--- src/rtl/tge_pkt_sim_pkg.sv ---
// Shared definitions for the tge packet-simulator controller: FSM encodings,
// tx word width and the tx_data field layout.
package tge_pkt_sim_pkg;

   localparam int TX_W = 64;

   localparam logic [1:0] ST_IDLE = 2'd0;
   localparam logic [1:0] ST_SEND = 2'd1;
   localparam logic [1:0] ST_GAP  = 2'd2;

   function automatic logic [TX_W-1:0] pack_tx_data(input logic [31:0] pkt_seq,
                                                    input logic [31:0] word_idx);
      return {pkt_seq, word_idx};
   endfunction

endpackage

--- src/rtl/tge_pkt_sim_timer.sv ---
// Start-to-start period timer: loaded with period-1 at each packet start and
// counted down to a saturating terminal count, which marks the next start as due.
module tge_pkt_sim_timer #(
   parameter int PER_W = 32
) (
   input  logic             user_clk,
   input  logic             user_rst_n,
   input  logic             load,
   input  logic [PER_W-1:0] load_val,
   output logic             due,
   output logic             due_first
);

   logic [PER_W-1:0] count;
   logic             fired;

   always_ff @(posedge user_clk or negedge user_rst_n) begin
      if (!user_rst_n) begin
         count <= '0;
         fired <= 1'b0;
      end else if (load) begin
         count <= load_val;
         fired <= 1'b0;
      end else begin
         if (count != '0) count <= count - PER_W'(1);
         if (count == '0) fired <= 1'b1;
      end
   end

   assign due       = (count == '0);
   // due_first marks only the first due cycle of each period, so lateness counts once
   assign due_first = due && !fired;

endmodule

--- src/rtl/tge_pkt_sim_ctrl.sv ---
// Packet-simulator controller: emits fixed-length test packets at a programmable
// start-to-start period, honouring tx almost-full backpressure.
//
// state | meaning
// IDLE  | waiting for enable; no output activity
// SEND  | issuing packet words, one per cycle without almost-full
// GAP   | packet done, waiting for the period to come due or enable to drop
module tge_pkt_sim_ctrl
   import tge_pkt_sim_pkg::*;
#(
   parameter int LEN_W = 16,
   parameter int PER_W = 32
) (
   input  logic             user_clk,
   input  logic             user_rst_n,
   input  logic             enable,
   input  logic [LEN_W-1:0] payload_len,
   input  logic [PER_W-1:0] period,
   input  logic             tx_afull,
   output logic             tx_valid,
   output logic [TX_W-1:0]  tx_data,
   output logic             tx_eof,
   output logic [31:0]      pkt_count,
   output logic [31:0]      late_count,
   output logic             busy
);

   logic [1:0]       state;
   logic [1:0]       state_nxt;
   logic [LEN_W-1:0] len_m1;
   logic [LEN_W-1:0] len_m1_new;
   logic [PER_W-1:0] per_m1_new;
   logic [31:0]      word_idx;
   logic             issue;
   logic             last;
   logic             start;
   logic             due;
   logic             due_first;
   logic             late_inc;

   assign len_m1_new = (payload_len == '0) ? '0 : payload_len - LEN_W'(1);
   assign per_m1_new = (period == '0) ? '0 : period - PER_W'(1);
   assign issue      = (state == ST_SEND) && !tx_afull;
   assign last       = (word_idx == 32'(len_m1));
   // a period falling due on the eof cycle itself is on time, not late
   assign late_inc   = (state == ST_SEND) && due_first && !(issue && last);

   always_comb begin
      state_nxt = state;
      start     = 1'b0;
      case (state)
         ST_IDLE: begin
            if (enable) begin
               state_nxt = ST_SEND;
               start     = 1'b1;
            end
         end
         ST_SEND: begin
            if (issue && last) begin
               if (enable && due) start = 1'b1;
               else               state_nxt = ST_GAP;
            end
         end
         ST_GAP: begin
            if (!enable) begin
               state_nxt = ST_IDLE;
            end else if (due) begin
               state_nxt = ST_SEND;
               start     = 1'b1;
            end
         end
         default: state_nxt = ST_IDLE;
      endcase
   end

   tge_pkt_sim_timer #(.PER_W(PER_W)) u_timer (
      .user_clk   (user_clk),
      .user_rst_n (user_rst_n),
      .load       (start),
      .load_val   (per_m1_new),
      .due        (due),
      .due_first  (due_first)
   );

   always_ff @(posedge user_clk or negedge user_rst_n) begin
      if (!user_rst_n) begin
         state      <= ST_IDLE;
         len_m1     <= '0;
         word_idx   <= '0;
         tx_valid   <= 1'b0;
         tx_data    <= '0;
         tx_eof     <= 1'b0;
         pkt_count  <= '0;
         late_count <= '0;
         busy       <= 1'b0;
      end else begin
         state    <= state_nxt;
         busy     <= (state_nxt != ST_IDLE);
         tx_valid <= issue;
         tx_eof   <= issue && last;
         if (issue) begin
            tx_data  <= pack_tx_data(pkt_count, word_idx);
            word_idx <= word_idx + 32'd1;
            if (last) pkt_count <= pkt_count + 32'd1;
         end
         if (late_inc) late_count <= late_count + 32'd1;
         if (start) begin
            len_m1   <= len_m1_new;
            word_idx <= '0;
         end
      end
   end

endmodule
--- config.mk ---
export PLATFORM = sky130hd
export DESIGN_NAME = tge_pkt_sim_ctrl
export DESIGN_NICKNAME = d
export VERILOG_FILES = /design/src/rtl/tge_pkt_sim_pkg.sv /design/src/rtl/tge_pkt_sim_timer.sv /design/src/rtl/tge_pkt_sim_ctrl.sv
export SDC_FILE = /design/constraint.sdc
export NUM_CORES = 1
export LEC_CHECK = 0
export ABC_AREA = 0
export BUFFER_PORTS_ARGS = -buffer_cell sky130_fd_sc_hd__buf_2
export CAP_MARGIN = 20
export CORE_ASPECT_RATIO = 1.2
export CORE_MARGIN = 2
export CORE_UTILIZATION = 36
export DETAILED_ROUTE_END_ITERATION = 7
export GPL_TIMING_DRIVEN = 0
export HOLD_SLACK_MARGIN = 0.12
export SLEW_MARGIN = 25
export SYNTH_ARGS = -nofsm -noshare
export SYNTH_HDL_FRONTEND = slang
export SYNTH_SLANG_ARGS = --single-unit
--- constraint.sdc ---
create_clock -name user_clk -period 3.2 [get_ports user_clk]
set_clock_uncertainty 0.2 [all_clocks]
set_input_delay 0.16 -clock user_clk [delete_from_list [all_inputs] [get_ports user_clk]]
set_output_delay 0.16 -clock user_clk [all_outputs]
set_load 0.005 [all_outputs]
==> reports/metrics.cfg, run 1 <==
[die]
ios=183
fp.dieH_um=194.0
fp.dieW_um=162.3
core_area_mm2=0.02961
dieArea_mm2=0.03148
start_util_pct=36.56
rows=69

[yosys]
ys_top_cells_by_area=dfrtp_1 49%, mux2_2 8.0%, xnor2_1 7.0%, xor2_1 6.6%, nor2_1 4.0%
syn-num-nets=1064
synth-edff-count=0
seq_area_frac_synth_pct=49.47
synthCells=1005
synthDistinctLibCells=50
ys_ff_latch=214
ys.flop_type=dfrtp_1
avgSynthCellArea_um2=10.77
synth_top_area_share_pct=49.47
synth.cell_area_mm2=0.01083
synthArstFlopShare_pct=100.0
synth_area_leader_cell=dfrtp_1
ys_warn_count=0

[hold_path]
hp-class=in2reg

[critical_path]
endpoint=len_m1[14]$_DFFE_PN0P_
r2r_start=u_timer.count[24]$_DFFE_PN0P_
start_kind=input pin
required_ns=3.38
cp.arrival_ns=3.28
worstSetupStartpoint=payload_len[9]
r2r_end=u_timer.count[19]$_DFFE_PN0P_
path_max_fanout=4
crit_type=in2reg
worstRegToRegCells=8
endpoint_kind=register
rrSetupSlack_ns=0.16

[clock_tree]
clock_sinks=214
clk-insertion-delay-late_ns=0.51
cts.clk_slew.worst_paths_ns=0.06
root_buffer=clkbuf_16
h-tree-depth=1
numCtsBuffers=23
cts_tree=built
cts.path.max_buffers=3

[cells_and_area]
fin_cells=1702
layout-drive-gt1-share_pct=27.23
register_area_mm2=0.005355
multi_input_area_mm2=0.005284
mostFrequentLayoutCells=214 x dfrtp_1, 184 x buf_2, 114 x nor2_1, 87 x xnor2_1, 82 x xor2_1
finish.net_count=1355
area_growth_pct=29.12
fill_cells=2771
design_area_mm2=0.01398
mostFrequentLayoutCell=dfrtp_1

[place]
placed_area_mm2=0.01229
place_hpwl_um=19430
port_buffers=182
dp_slack_ns=-0.3118
place_congestion=0.8050
numPlacedInstances=1579

[grt]
antenna_found_initial=1
grt_max_degree=90
grt_use_total_pct=17.21
grt_pass1_vias=8679
overflow=0
grt_pass1_wl_um=44570

[drt]
drcViolationCount=0
firstDrtPassIters=5
drt-initial-drc-count=349
viasPerCell=5.055
avgRoutedWirePerCell_um=15.99
wl_um=27220
ant_nets=0
vias=8604

[power]
ir_drop_uv=272.2
power_mw=6.050
p_leak_nw=6.484
power_density_mw_per_mm2=432.9

[timing]
tightest_slew_ns=0.8845
hold_slack_ns=0.1658
finalSetupViolations=0
clock.fmax_mhz=322.1
hold_violations=0
slew_headroom_pct=40.49
drv_slew=0
setup_slack_ns=0.09554
post-route-period-util_pct=97.01
period_minus_slack_ns=3.104
rsz0062_at_grt=false

[job]
max_cap_viol_count=0

[outcome]
outcome=finished clean

==> synth_stat cells (6+ instances only) <==
library cell,number
xnor2_1,87
a21oi_1,14
nor3_1,44
nand4_1,26
o21ai_0,6
nor2_1,115
xor2_1,82
mux2_4,10
or4_1,14
dfrtp_1,214
nand3b_1,10
and3_1,15
o32ai_1,22
mux2_2,77
inv_1,23
ha_1,7
clkbuf_1,24
nor4_1,34
or3_1,11
and4_1,9
buf_1,6
mux2i_1,6
nand2_1,54
nand2b_1,6
buf_2,6
nand3_1,38
==> how the worst min path moves through the flow <==
stage / startpoint / to / depth (start not counted)
after floorplan: user_rst_n / busy$_DFF_PN0_ / 0
after global placement: enable / state[1]$_DFF_PN0_ / 2
after detailed placement: user_rst_n / u_timer.count[16]$_DFFE_PN0P_ / 1
after CTS: period[7] / u_timer.count[8]$_DFFE_PN0P_ / 5
after global routing: period[7] / u_timer.count[8]$_DFFE_PN0P_ / 5
final: payload_len[10] / len_m1[11]$_DFFE_PN0P_ / 6
==> layout make-up <==
| cell class | instances | share of cell area [%] |
|---|---|---|
| Clock inverter | 6 | 0.4118 |
| Buffer | 41 | 1.683 |
| Antenna cell | 1 | 0.01790 |
| Inverter | 23 | 0.6177 |
| Clock buffer | 34 | 4.700 |
| Timing Repair Buffer | 268 | 12.96 |
| Sequential cell | 214 | 38.31 |
| Multi-Input combinational cell | 725 | 37.80 |
| Tap cell | 390 | 3.491 |
==> layer usage <==
metal | global-route usage (%) | wire [um] | vias to the layer above
met4 | 6.359 | 800 | 0
met2 | 29.19 | 13210 | 202
li1 | - | - | 4128
met5 | 0 | 0 | -
met3 | 2.203 | 1183 | 47
met1 | 22.46 | 12030 | 4227
==> flip-flops by register name, indices dropped and copies added, names as in the netlist <==
signal,flops
pkt_count,32
late_count,32
u_timer.fired,1
tx_eof,1
u_timer.count,32
tx_valid,1
len_m1,16
tx_data,64
word_idx,32
busy,1
state,2
==> power by group <==
group / internal (mW) / switching, mW / leakage, nW
Clock: 1.50 / 1.06 / 0.350
Sequential: 2.78 / 0.0778 / 2.78
Combinational: 0.290 / 0.341 / 3.36
Total: 4.57 / 1.48 / 6.48
==> logic make-up after synthesis <==
family / Yosys count / share of synthesized area [%]
compound gates: 56 / 3.941
flops: 214 / 49.47
mux: 93 / 9.951
fa+ha+maj: 7 / 0.8090
simple gates: 400 / 19.27
buf+inv: 66 / 2.890
xor+xnor: 169 / 13.67
==> repair_timing <==
action,in CTS,in global routing
endpoints found under the hold margin,267,0
pin swaps,2,3
setup buffers,2,4
hold buffers,78,0
setup endpoints to repair,124,91
gates resized for setup,11,30
==> stage by stage <==
step           util (%)  setup TNS [ns]
2_1_floorplan         -               0
3_3_place_gp      41.28         -441.98
3_5_place_dp      41.50          -15.23
4_1_cts           46.88               0
5_1_grt           47.20               0
6_report          47.20               0
==> critical path: stages <==
cell,delay (ns)
dlygate4sd3_1,0.52
buf_2,0.14
or4_4,0.49
or4_4,0.44
o21ai_2,0.12
dlygate4sd3_1,0.56
nand2_1,0.05
dlygate4sd3_1,0.54
mux2_4,0.25
(Power assumes the default switching activity.)
==> run 2: changes to the inputs <==
--- a/config.mk
+++ b/config.mk
@@ -5,7 +5,7 @@
 export SDC_FILE = /design/constraint.sdc
 export NUM_CORES = 1
 export LEC_CHECK = 0
-export ABC_AREA = 0
+export ABC_AREA = 1
 export BUFFER_PORTS_ARGS = -buffer_cell sky130_fd_sc_hd__buf_2
 export CAP_MARGIN = 20
 export CORE_ASPECT_RATIO = 1.2
==> reports/metrics.cfg, run 2 <==
[outcome]
outcome=finished clean

[yosys]
synth_most_common_cell=nand2_1
ys_warn_count=0  ; unchanged
synth-edff-count=0  ; unchanged
synth_top_area_share_pct=43.15  ; -6.3 points
ys.flop_type=dfrtp_1
seq_area_frac_synth_pct=43.15  ; -6.3 points
synthCells=1721  ; +71%
ys_ff_latch=214  ; unchanged
synthDistinctLibCells=38  ; -24%
synthArstFlopShare_pct=100.0  ; unchanged
synth.cell_area_mm2=0.01241  ; +15%
synth_area_leader_cell=dfrtp_1
avgSynthCellArea_um2=7.211  ; -33%
syn-num-nets=1780  ; +67%
ys_top_cells_by_area=dfrtp_1 43%, nand2_1 16%, nor2_1 9.0%, xor2_1 7.1%, inv_1 4.7%
synth_commonest_cells=514 x nand2_1, 296 x nor2_1, 214 x dfrtp_1

[critical_path]
path_max_fanout=8  ; +4
worstSetupStartpoint=period[2]
crit_type=in2reg
worstRegToRegCells=7  ; -1
rrSetupSlack_ns=0.34  ; +0.18 ns
start_kind=input pin
r2r_end=pkt_count[30]$_DFFE_PN0N_
cp_slowest_stage_delay_ns=0.60  ; +0.04 ns
crit_top_cell=nand2_1
endpoint_kind=register
path_cells=dlygate4sd3_1 > buf_2 > nor2_1 > nand2_1 > nor2_4 > nand2_1 > nor2_2 > nand3_1 > nand2_1 > dlygate4sd3_1 > nand3_1 > dlygate4sd3_1 > nand2_1 > nand2_1 > nor2_1
required_ns=3.48  ; +0.10 ns
r2r_start=word_idx[3]$_DFFE_PN0P_
cpMaxStageDelayCell=dlygate4sd3_1
endpoint=u_timer.count[29]$_DFFE_PN0P_
cp.arrival_ns=3.23  ; -0.05 ns

[clock_tree]
numCtsBuffers=23  ; unchanged
cts.clk_slew.worst_paths_ns=0.06  ; about the same
root_buffer=clkbuf_16
cts.path.max_buffers=3  ; unchanged
cts_tree=built
h-tree-depth=1  ; unchanged
clock_sinks=214  ; unchanged
clk-insertion-delay-late_ns=0.55  ; +0.04 ns

[die]
ios=183  ; unchanged
core_area_mm2=0.03398  ; +15%
start_util_pct=36.52  ; about the same
fp.dieW_um=173.5  ; +6.9%
dieArea_mm2=0.03598  ; +14%
rows=74  ; +7.2%
fp.dieH_um=207.4  ; +6.9%

[cells_and_area]
finish.net_count=2091  ; +54%
largest-register=tx_data
area_growth_pct=27.55
mostFrequentLayoutCells=514 x nand2_1, 293 x nor2_1, 214 x dfrtp_1, 192 x buf_2, 157 x inv_1
fill_cells=3507  ; +27%
design_area_mm2=0.01583  ; +13%
largest_reg_flops=64  ; unchanged
fin_cells=2505  ; +47%
layout-drive-gt1-share_pct=13.42  ; -14 points
num_antenna_cells=0  ; -1
fin_util_pct=46.59  ; -0.61 points
mostFrequentLayoutCell=nand2_1

[timing]
tightest_slew_ns=0.7706  ; -0.1139 ns
slew_headroom_pct=48.23  ; +7.7 points
period_minus_slack_ns=2.953  ; -0.1518 ns
post-route-period-util_pct=92.27  ; -4.7 points
hold_slack_ns=0.2719  ; +0.1062 ns
drv_slew=0  ; unchanged
finalSetupViolations=0  ; unchanged
setup_slack_ns=0.2473  ; +0.1518 ns
clock.fmax_mhz=338.7  ; +5.1%
fin_setup_tns_ns=0  ; unchanged
rsz0062_at_grt=false
hold_violations=0  ; unchanged

[grt]
grt_max_degree=82  ; -8.9%
grt_use_met3_pct=2.143  ; -0.060 points
overflow=0  ; unchanged
grt_pass1_vias=11960  ; +38%
met1_usage_pct=25.47  ; +3.0 points
grt-busiest-layer=met2
met2_usage_pct=38.07  ; +8.9 points
antenna_found_initial=0  ; -1
grt_use_total_pct=20.84  ; +3.6 points
grt_pass1_wl_um=61050  ; +37%

[drt]
viasPerCell=4.797  ; -5.1%
vias=12020  ; +40%
wl_um=37650  ; +38%
firstDrtPassIters=7  ; +2
ant_nets=0  ; unchanged
drt-initial-drc-count=787  ; +130%
avgRoutedWirePerCell_um=15.03  ; -6.0%
drcViolationCount=0  ; unchanged

[place]
dp_slack_ns=0.3888  ; +0.7006 ns
placed_area_mm2=0.01396  ; +14%
place_congestion=0.9451  ; +17%
numPlacedInstances=2361  ; +50%
port_buffers=182  ; unchanged
place_hpwl_um=28990  ; +49%

[power]
p_leak_nw=7.692  ; +19%
power_mw=8.594  ; +42%
p_sw_mw=2.869  ; +93%
switching_share_pct=33.38  ; +8.9 points
seqPwrFrac_pct=41.5  ; -5.8 points
p_comb_share_pct=25.4  ; +15 points
ir_drop_uv=374.0  ; +37%
power.internal_mw=5.725  ; +25%
power.share.clock_pct=33.1  ; -9.2 points
power_density_mw_per_mm2=542.9  ; +25%

[hold_path]
hp-class=reg2reg

[job]
max_cap_viol_count=0  ; unchanged

run 2: cell types whose count changed after synthesis, sizes merged, moves of 11 or more:
cell / previous run / this run
mux2: 87 / 0
nor2: 115 / 308
inv: 23 / 163
nor3: 44 / 56
or4: 15 / 0
xor2: 82 / 100
nand2: 54 / 518
xnor2: 87 / 32
o21ai: 6 / 104
nor4: 37 / 7
nand3: 38 / 103
and3: 15 / 0
o32ai: 22 / 0
or3: 11 / 0
run 2: how the worst min path moves through the flow:
| stage | start | end | slack (ns) | cells past startpoint |
|---|---|---|---|---|
| after floorplan | user_rst_n | busy$_DFF_PN0_ | -0.34 | 0 |
| after CTS | period[24] | u_timer.count[24]$_DFFE_PN0P_ | 0.28 | 5 |
| after global placement | tx_data[43]$_DFFE_PN0P_ | tx_data[43]$_DFFE_PN0P_ | 0.26 | 2 |
| final | tx_data[1]$_DFFE_PN0P_ | tx_data[1]$_DFFE_PN0P_ | 0.27 | 2 |
| after detailed placement | user_rst_n | late_count[27]$_DFFE_PN0P_ | -0.09 | 1 |
| after global routing | tx_data[41]$_DFFE_PN0P_ | tx_data[41]$_DFFE_PN0P_ | 0.30 | 2 |
run 2: critical path: cells and delay by family:
family / cells / cell delay [ns]
buffers and inverters: 4 / 1.81
AND/OR/NAND/NOR: 11 / 1.25
run 2: cells by family after synthesis:
family	share of synthesized area (%)
fa+ha+maj	0.7057
compound gates	5.202
flops	43.15
xor+xnor	9.315
simple gates	35.29
buf+inv	6.341
run 2: area by class of cell:
| type | count | area (um^2) | area share (%) |
|---|---|---|---|
| plain buffers | 37 | 175.2 | 1.107 |
| clock buffers | 33 | 663.1 | 4.189 |
| clock inverters | 9 | 142.6 | 0.9010 |
| inverters | 163 | 611.8 | 3.865 |
| multi-input cells | 1307 | 6297 | 39.78 |
| flip-flops and latches | 214 | 5355 | 33.83 |
| well taps | 456 | 570.5 | 3.604 |
| repair buffers | 286 | 2014 | 12.73 |
run 2: repair_timing:
item                                   CTS  global route
endpoints found under the hold margin  289             0
setup endpoints to repair                0             4
hold buffers                           102             0
setup buffers                            0             0
resized for setup                        0             6
run 2: power by group through the flow:
stage | logic [mW] | clock network [mW] | registers [mW]
2_1_floorplan | 1.40 | 0 | 3.53
5_1_grt | 2.48 | 3.03 | 3.64
6_report | 2.18 | 2.84 | 3.57
4_1_cts | 2.18 | 2.93 | 3.56
3_5_place_dp | 2.07 | 0 | 3.61
3_3_place_gp | 2.02 | 0 | 3.59
run 2: routing by layer:
layer	share of wire [%]	up-vias
met3	4.7	66
met5	0	-
li1	-	6073
met2	50	323
met4	3.0	0
met1	42	5554
==> run 3: changes to the inputs <==
--- a/config.mk
+++ b/config.mk
@@ -5,15 +5,15 @@
 export SDC_FILE = /design/constraint.sdc
 export NUM_CORES = 1
 export LEC_CHECK = 0
-export ABC_AREA = 1
 export BUFFER_PORTS_ARGS = -buffer_cell sky130_fd_sc_hd__buf_2
 export CAP_MARGIN = 20
 export CORE_ASPECT_RATIO = 1.2
 export CORE_MARGIN = 2
-export CORE_UTILIZATION = 36
+export CORE_UTILIZATION = 47
 export DETAILED_ROUTE_END_ITERATION = 7
 export GPL_TIMING_DRIVEN = 0
 export HOLD_SLACK_MARGIN = 0.12
+export PLACE_DENSITY = 0.71
 export SLEW_MARGIN = 25
 export SYNTH_ARGS = -nofsm -noshare
 export SYNTH_HDL_FRONTEND = slang
==> reports/metrics.cfg, run 3 (synthesis gave the netlist of run 1 again) <==
[critical_path]
path_cells=dlygate4sd3_1 > buf_2 > or4_4 > or4_4 > o21ai_0 > dlygate4sd3_1 > nand2_1 > dlygate4sd3_1 > mux2_4
start_kind=input pin
path_max_fanout=4  ; -4
cp_slowest_stage_delay_ns=0.56  ; -0.04 ns
r2r_start=u_timer.count[4]$_DFFE_PN0P_
endpoint_kind=register
cp.depth=9  ; -6
crit_type=in2reg
crit_family=buffers and inverters
rrSetupSlack_ns=0.12  ; -0.22 ns
cp_num_buf_inv=4  ; unchanged
cpMaxStageDelayCell=dlygate4sd3_1
cp.arrival_ns=3.29  ; +0.06 ns
r2r_end=len_m1[8]$_DFFE_PN0P_
worstRegToRegCells=9  ; +2
required_ns=3.38  ; -0.10 ns
crit_top_cell=dlygate4sd3_1

[place]
dp_slack_ns=-0.1639  ; -0.5526 ns
place_congestion=0.8126  ; -14%
place_hpwl_um=18260  ; -37%
port_buffers=182  ; unchanged

[cells_and_area]
largest-register=tx_data
mostFrequentLayoutCells=213 x dfrtp_1, 185 x buf_2, 114 x nor2_1, 87 x xnor2_1, 82 x xor2_1
area_growth_pct=29.15
num_antenna_cells=0  ; unchanged
largest_reg_flops=64  ; unchanged
layout-drive-gt1-share_pct=28.09  ; +15 points
mostFrequentLayoutCell=dfrtp_1
finish.net_count=1364  ; -35%

[drt]
drcViolationCount=0  ; unchanged
avgRoutedWirePerCell_um=16.27  ; +8.2%
viasPerCell=5.376  ; +12%
drt-initial-drc-count=305  ; -61%
ant_nets=0  ; unchanged
vias=8580  ; -29%
wl_um=25970  ; -31%
firstDrtPassIters=4  ; -3

[die]
fp.dieW_um=142.5  ; -18%
core_area_mm2=0.02252  ; -34%
start_util_pct=48.07  ; +12 points
dieArea_mm2=0.02427  ; -33%
ios=183  ; unchanged
fp.dieH_um=170.3  ; -18%
rows=60  ; -19%

[outcome]
outcome=finished clean

[job]
max_cap_viol_count=0  ; unchanged

[clock_tree]
clk-insertion-delay-late_ns=0.51  ; -0.04 ns
root_buffer=clkbuf_16
cts.clk_slew.worst_paths_ns=0.06  ; about the same
cts.path.max_buffers=3  ; unchanged
cts_tree=built
clock_sinks=214  ; unchanged
h-tree-depth=1  ; unchanged
numCtsBuffers=23  ; unchanged

[timing]
hold_violations=0  ; unchanged
fin_setup_tns_ns=0  ; unchanged
post-route-period-util_pct=96.98  ; +4.7 points
finalSetupViolations=0  ; unchanged
period_minus_slack_ns=3.103  ; +0.1506 ns
clock.fmax_mhz=322.2  ; -4.9%
tightest_slew_ns=0.7795  ; +0.008893 ns
setup_slack_ns=0.09669  ; -0.1506 ns
drv_slew=0  ; unchanged
slew_headroom_pct=47.56  ; -0.68 points

[power]
p_leak_nw=6.568  ; -15%
power_density_mw_per_mm2=438.5  ; -19%
ir_drop_uv=322.2  ; -14%
power_mw=6.131  ; -29%

[hold_path]
holdPathEnd=len_m1[11]$_DFFE_PN0P_
worstHoldStart=payload_len[10]
hold_depth=6  ; +4
hp-class=in2reg

[grt]
grt_pass1_vias=8373  ; -30%
grt_use_total_pct=21.25  ; +0.41 points
overflow=0  ; unchanged
grt_pass1_wl_um=42220  ; -31%
antenna_found_initial=0  ; unchanged
grt_max_degree=79  ; -3.7%

## run 3: layout make-up
cell class	count	area (um^2)
plain buffers	41	232.7
well taps	279	349.1
repair buffers	277	1889
flip-flops and latches	214	5356
clock buffers	31	665.6
inverters	23	86.33
fillers	1808	8541
clock inverters	6	82.58
multi-input cells	725	5319
## run 3: layer usage
| layer | up-vias | global-route usage, % | routed length [um] |
|---|---|---|---|
| met5 | - | 0 | 0 |
| met4 | 0 | 6.457 | 658 |
| met3 | 44 | 2.954 | 1164 |
| met2 | 212 | 37.04 | 12970 |
| met1 | 4176 | 27.46 | 11180 |
| li1 | 4148 | - | - |
## run 3: tightest hold or removal path, cell delays in order
cell	delay, ns
buf_2	0.09
or4_4	0.13
nor2_1	0.05
xnor2_1	0.12
nor2_1	0.09
mux2_4	0.14
## run 3: worst max path at each step
stage          slack [ns]                           from                         end
2_1_floorplan        0.20  u_timer.count[24]$_DFFE_PN0P_      len_m1[10]$_DFFE_PN0P_
3_3_place_gp        -1.89                     user_rst_n   pkt_count[31]$_DFFE_PN0N_
3_5_place_dp        -0.16  u_timer.count[24]$_DFFE_PN0P_      len_m1[13]$_DFFE_PN0P_
4_1_cts              0.01             state[1]$_DFF_PN0_     tx_data[61]$_DFFE_PN0P_
5_1_grt             -0.01  u_timer.count[24]$_DFFE_PN0P_  late_count[25]$_DFFE_PN0P_
6_report              0.1                 payload_len[9]      len_m1[14]$_DFFE_PN0P_
## run 3: report_power, final
| group | switching, mW | internal (mW) |
|---|---|---|
| clock | 1.04 | 1.60 |
| combinational | 0.335 | 0.291 |
| sequential | 0.0756 | 2.78 |
| total | 1.46 | 4.68 |
## run 3: repair_timing
item / CTS / global route
setup buffers: 2 / 12
endpoints found under the hold margin: 190 / 0
hold buffers: 79 / 0
endpoints found under the setup margin: 87 / 134
pin swaps: 1 / 5
resized for setup: 9 / 35
cloned: 0 / 0
## run 3: per-stage QoR
step / hold WS (ns) / std cells / instance area (um^2) / util [%]
after global placement: 0.2354 / 1466 / 12090 / 53.66
final: 0.1077 / 1596 / 13980 / 62.08
after floorplan: -0.3356 / 1005 / 10830 / -
after CTS: 0.1213 / 1586 / 13780 / 61.20
after global routing: 0.1355 / 1596 / 13980 / 62.08
after detailed placement: -0.08184 / 1468 / 12150 / 53.95
